$ cat src/rtl/ldm_writeback_seq.sv
// LDM micro-sequencer: walks the latched register list lowest-first, issues one
// data read per register and streams returned words to the register file / PC.
module ldm_writeback_seq #(
    parameter int unsigned MEM_LAT = 1  // only a one-cycle read latency is supported
) (
    input  logic        clk,
    input  logic        reset,
    input  logic        start,
    input  logic [15:0] reglist,
    input  logic [31:0] base,
    input  logic [3:0]  rn,
    input  logic        up,
    input  logic        pre,
    input  logic        wback,
    output logic        busy,
    output logic        mem_re,
    output logic [31:0] mem_addr,
    input  logic [31:0] mem_rdata,
    output logic        rf_we,
    output logic [3:0]  rf_wa,
    output logic [31:0] rf_wd,
    output logic        pc_we,
    output logic        done
);

    typedef enum logic [2:0] {
        S_IDLE,
        S_SETUP,
        S_XFER,
        S_LAST,
        S_BASEWB
    } state_t;

    state_t             state_q, state_d;
    logic [15:0]        reglist_q, reglist_d;
    logic [15:0]        list_q, list_d;
    logic [31:0]        base_q, base_d;
    logic [3:0]         rn_q, rn_d;
    logic               up_q, up_d;
    logic               pre_q, pre_d;
    logic               wback_q, wback_d;
    logic [31:0]        addr_q, addr_d;
    logic [31:0]        wb_val_q, wb_val_d;
    logic [MEM_LAT-1:0] wr_vld_q, wr_vld_d;
    logic [3:0]         wr_idx_q, wr_idx_d;

    logic [4:0]  n_regs;
    logic [31:0] four_n;
    logic [3:0]  low_idx;
    logic [15:0] list_clr;

    always_comb begin
        n_regs = '0;
        for (int i = 0; i < 16; i++) begin
            n_regs = n_regs + 5'(reglist_q[i]);
        end
        four_n = {25'd0, n_regs, 2'b00};

        low_idx = '0;
        for (int i = 15; i >= 0; i--) begin
            if (list_q[i]) low_idx = 4'(i);
        end
        // x & (x-1) drops the lowest set bit, i.e. the register being issued now.
        list_clr = list_q & (list_q - 16'd1);
    end

    always_comb begin
        // NOTE: every signal written here gets a default first, so no path can infer a latch.
        state_d   = state_q;
        reglist_d = reglist_q;
        list_d    = list_q;
        base_d    = base_q;
        rn_d      = rn_q;
        up_d      = up_q;
        pre_d     = pre_q;
        wback_d   = wback_q;
        addr_d    = addr_q;
        wb_val_d  = wb_val_q;
        wr_vld_d  = '0;
        wr_idx_d  = wr_idx_q;
        busy      = 1'b0;
        mem_re    = 1'b0;
        mem_addr  = '0;
        rf_we     = 1'b0;
        rf_wa     = '0;
        rf_wd     = '0;
        pc_we     = 1'b0;
        done      = 1'b0;

        case (state_q)
            S_IDLE: begin
                busy = start;
                if (start) begin
                    reglist_d = reglist;
                    list_d    = reglist;
                    base_d    = base;
                    rn_d      = rn;
                    up_d      = up;
                    pre_d     = pre;
                    wback_d   = wback;
                    state_d   = S_SETUP;
                end
            end
            S_SETUP: begin
                busy = 1'b1;
                // The lowest address is always read first, whichever direction.
                if (up_q) addr_d = pre_q ? base_q + 32'd4 : base_q;
                else      addr_d = pre_q ? base_q - four_n : base_q - four_n + 32'd4;
                wb_val_d = up_q ? base_q + four_n : base_q - four_n;
                if (n_regs == 5'd0) begin
                    done    = 1'b1;
                    state_d = S_IDLE;
                end else begin
                    state_d = S_XFER;
                end
            end
            S_XFER: begin
                busy        = 1'b1;
                mem_re      = 1'b1;
                mem_addr    = addr_q;
                addr_d      = addr_q + 32'd4;
                list_d      = list_clr;
                wr_vld_d[0] = 1'b1;
                wr_idx_d    = low_idx;
                if (list_clr == 16'd0) state_d = S_LAST;
            end
            S_LAST: begin
                busy = 1'b1;
                // A base register that is also loaded keeps the loaded value.
                if (wback_q && !reglist_q[rn_q]) begin
                    state_d = S_BASEWB;
                end else begin
                    done    = 1'b1;
                    state_d = S_IDLE;
                end
            end
            S_BASEWB: begin
                busy    = 1'b1;
                rf_we   = 1'b1;
                rf_wa   = rn_q;
                rf_wd   = wb_val_q;
                done    = 1'b1;
                state_d = S_IDLE;
            end
            default: state_d = S_IDLE;
        endcase

        if (wr_vld_q[MEM_LAT-1]) begin
            rf_wa = wr_idx_q;
            rf_wd = mem_rdata;
            rf_we = (wr_idx_q != 4'd15);
            pc_we = (wr_idx_q == 4'd15);
        end
    end

    // NOTE: non-blocking assignments only in clocked logic, so every register samples pre-edge values.
    always_ff @(posedge clk) begin
        if (reset) begin
            state_q  <= S_IDLE;
            wr_vld_q <= '0;
        end else begin
            state_q  <= state_d;
            wr_vld_q <= wr_vld_d;
        end
    end

    // NOTE: datapath registers carry no reset; they are only observed once the FSM has loaded them.
    always_ff @(posedge clk) begin
        reglist_q <= reglist_d;
        list_q    <= list_d;
        base_q    <= base_d;
        rn_q      <= rn_d;
        up_q      <= up_d;
        pre_q     <= pre_d;
        wback_q   <= wback_d;
        addr_q    <= addr_d;
        wb_val_q  <= wb_val_d;
        wr_idx_q  <= wr_idx_d;
    end

endmodule

$ cat config.mk
export PLATFORM = sky130hd
export DESIGN_NAME = ldm_writeback_seq
export DESIGN_NICKNAME = d
export VERILOG_FILES = /design/src/rtl/ldm_writeback_seq.sv
export SDC_FILE = /design/constraint.sdc
export NUM_CORES = 1
export LEC_CHECK = 0
export CAP_MARGIN = 0
export CORE_UTILIZATION = 32
export DETAILED_ROUTE_END_ITERATION = 8
export PLACE_DENSITY = 0.58
export SYNTH_ARGS = -nofsm -noshare
export SYNTH_HDL_FRONTEND = slang
export SYNTH_SLANG_ARGS = --single-unit
$ cat constraint.sdc
create_clock -name clk -period 13.1 [get_ports clk]
set_input_delay 3.275 -clock clk [delete_from_list [all_inputs] [get_ports clk]]
set_output_delay 3.275 -clock clk [all_outputs]
set_load 0.02 [all_outputs]
==> run summary <==
CTS HTree Levels -> 4
Worst VDD drop -> 0.211 mV
vias in the first global route -> 8,455
HPWL Detailed -> 21,600 um
delay of the slowest cell on the worst path -> 0.63 ns
#FFs+latches synth -> 143
CP top delay family -> adder cells
WP buf/inv -> 7
initial antenna violation count -> 0
Antenna Cells -> 0
Finished Layout Cells -> 1,643
WP data required -> 9.82 ns
most frequent CP cell -> inv_1
Syn. warnings -> 0
Max-slew headroom -> 43.5%
Max FO, Critical Path -> 4
final hold vios -> 0
sequential cell area -> 0.00426 sq mm
Setup Viol. Count Final -> 0
hold_ws -> 0.509 ns
Synth area leader -> edfxtp_1
crit start category -> register
number of placed I/O pins -> 163
grt ovf -> 0
die outline width -> 180 um
Starting Density -> 32.8%
critical path arrival -> 5.32 ns
first-pass GRT wire length -> 46,400 um
Pwr per Cell Area -> 257 mW/mm^2
Antenna Nets Post-Route -> 0
largest net degree at the start of global routing -> 79
Final Cycle Share -> 65.6%
area grow syn2layout -> 24.6%
setup TNS -> 0 ns
crit-path cells -> fa_1 > inv_1 > fa_1 > inv_1 > fa_1 > inv_1 > fa_1 > inv_1 > ha_1 > inv_1 > fa_1 > inv_1 > nor3_1 > nand3_1 > o21ai_0 > nand2_1 > o21ai_0 > clkdlybuf4s50_1
register area share after synthesis -> 41.9%
largest cells by area after synthesis -> edfxtp_1 (41%), xnor2_1 (6.7%), nand2_1 (6.4%), o21ai_0 (4.2%), xor2_1 (3.4%)
residual DRC count -> 0
count of cell types in the netlist -> 76
WL/cell -> 17.8 um
max cap viols -> 0
CP endpoint kind -> primary output
Lkg Pwr -> 0.00431 uW
CTS tree -> built
post-cts sizing count -> 0
top_reg_cell synth -> edfxtp_1
area of the multi-input gates -> 0.00546 sq mm
filler instances -> 3,065
full die area -> 0.0324 sq mm
placed cell count -> 1,611
layout cells sized above 1 -> 5.93%
root cell of the clock tree -> clkbuf_16
EDFF count, synth -> 139
cells after synthesis -> 1,112
synthesized cell area -> 0.0102 sq mm
IO buf count -> 162
Max Clock Skew -> 0.0148 ns
CTS Sinks -> 143
Worst-Margin Slew -> 0.847 ns
asr flop ratio synth -> 0%
total CTS buffers -> 17
setup bufs post-CTS -> 0
GR Util All Layers -> 18.3%
outcome -> complete, no violations
Clk pin slew, worst setup/hold paths -> 0.07 ns
Core Box Area -> 0.0309 sq mm
Iter 0 DRT Violations -> 708
post-layout net count -> 1,355
fin. max-slew vios -> 0
Worst Hold Class -> reg -> reg
maximum clock rate -> 116 MHz
kind of critical path -> reg -> out
final core occ -> 40.9%
Die Y -> 180 um
Total Routed Length -> 29,200 um
GPL Wtd Cong -> 0.897
syn_area_per_cell -> 9.13 sq um
RSZ-0062 raised after global routing -> false
cell row count -> 64
first-pass iteration count of the detailed router -> 5
detailed-route via count -> 8,555
Post-CTS Hold Fix Bufs -> 0
slowest stage cell, crit path -> clkdlybuf4s50_1
Yosys top cell area share -> 41.1%
Final min period -> 8.59 ns
clock latency on the worst-skew pair -> 0.44 ns
clock buffer depth -> 2
Syn Nets -> 1,233
DR vias/cell -> 5.21
## stage by stage
stage / power (uW) / area, sq um / setup WS (ns)
after detailed placement: 2760 / 12100 / 4.93
after CTS: 3280 / 12600 / 4.44
after global routing: 3520 / 12600 / 4.23
after global placement: 2740 / 12100 / 4.99
final: 3250 / 12600 / 4.51
after floorplan: 2230 / 10200 / 5.57
## worst register-to-register path, delay by kind of cell, from the launching register on
kind	cells	cell delay, ns
AO/OA/AOI/OAI	7	1.93
XOR/XNOR	3	0.83
adder cells (fa/ha/maj)	6	2.64
buffers and inverters	5	0.34
flip-flops	1	0.35
AND/OR/NAND/NOR	3	1.02
## layer usage
metal,wire (um),vias up,GRT usage (%)
met5,0,-,0
met1,12700,4083,23.2
met3,1420,34,2.87
met2,14600,251,31.9
li1,-,4187,-
met4,572,0,5.40
## report_power, final
part	switching, uW	internal [uW]	leakage (uW)	total, uW
Sequential	139	715	0.00135	854
Clock	211	284	0.000277	495
Combinational	1120	780	0.00269	1900
## Yosys cell counts (all sizes together), types with 3 or more instances
| cell type | count |
|---|---|
| a21o | 4 |
| o31ai | 5 |
| or4 | 9 |
| nor3b | 5 |
| dfxtp | 4 |
| or2 | 5 |
| buf | 9 |
| ha | 19 |
| o221ai | 5 |
| clkbuf | 58 |
| nor4 | 9 |
| nand3 | 42 |
| nand4 | 18 |
| nor2 | 81 |
| nand2 | 173 |
| o32ai | 3 |
| nand2b | 6 |
| o21ai | 87 |
| and4 | 4 |
| o2bb2ai | 3 |
| a21oi | 52 |
| xor2 | 39 |
| mux4 | 6 |
| a211oi | 8 |
| mux2i | 14 |
| inv | 45 |
| o22ai | 9 |
| xnor2 | 78 |
| nor3 | 34 |
| edfxtp | 139 |
| or3 | 8 |
| a31oi | 9 |
| and2 | 47 |
| a41oi | 4 |
| fa | 12 |
| nor2b | 10 |
| and3 | 13 |
| o21bai | 5 |
| a2bb2oi | 3 |
## path summary, 6_finish.rpt
check / cells past startpoint / slack [ns] / endpoint / from
max reg2reg: 24 / 5.73 / addr_q[20] / reglist_q[5]
max: 18 / 4.51 / done / reglist_q[11]
min: 2 / 0.51 / state_q[2] / state_q[0]
min reg2reg: 2 / 0.51 / state_q[2] / state_q[0]
## layout make-up
type	count	area share (%)
Multi-Input combinational cell	856	43.1
Clock buffer	18	3.39
Timing Repair Buffer	170	13.3
Tap cell	396	3.92
Sequential cell	143	33.6
Inverter	46	1.37
Clock inverter	14	1.26
## kinds of logic after synthesis
group | share of synthesized area [%]
AO/OA/AOI/OAI | 12.9
XOR/XNOR | 10.1
adder cells (fa/ha/maj) | 4.91
buffers and inverters | 4.40
flip-flops | 41.9
multiplexers | 2.93
AND/OR/NAND/NOR | 22.9
## sequential cells by signal (all words and copies together) (netlist names)
signal     count
wb_val_q      32
state_q        3
wr_vld_q       1
list_q        16
rn_q           4
up_q           1
wback_q        1
pre_q          1
reglist_q     16
wr_idx_q       4
base_q        32
addr_q        32
## cell usage in the layout, fill, tap and decap left out, types with 6 or more instances in the layout
| master | instances |
|---|---|
| a31oi_1 | 9 |
| or3_1 | 8 |
| nand2b_1 | 6 |
| clkdlybuf4s50_1 | 162 |
| o22ai_1 | 8 |
| inv_1 | 43 |
| nand4_1 | 15 |
| xnor2_1 | 78 |
| nor4_1 | 8 |
| clkbuf_16 | 17 |
| ha_1 | 19 |
| a21oi_1 | 52 |
| nor2_1 | 80 |
| and3_1 | 13 |
| buf_4 | 8 |
| mux4_2 | 6 |
| nand3_1 | 41 |
| nand2_1 | 173 |
| fa_1 | 12 |
| and2_1 | 45 |
| a211oi_1 | 6 |
| edfxtp_1 | 139 |
| mux2i_1 | 14 |
| nor3_1 | 32 |
| xor2_1 | 39 |
| nor2b_1 | 10 |
| o21ai_0 | 85 |
Power figures use the tool's default switching activity.
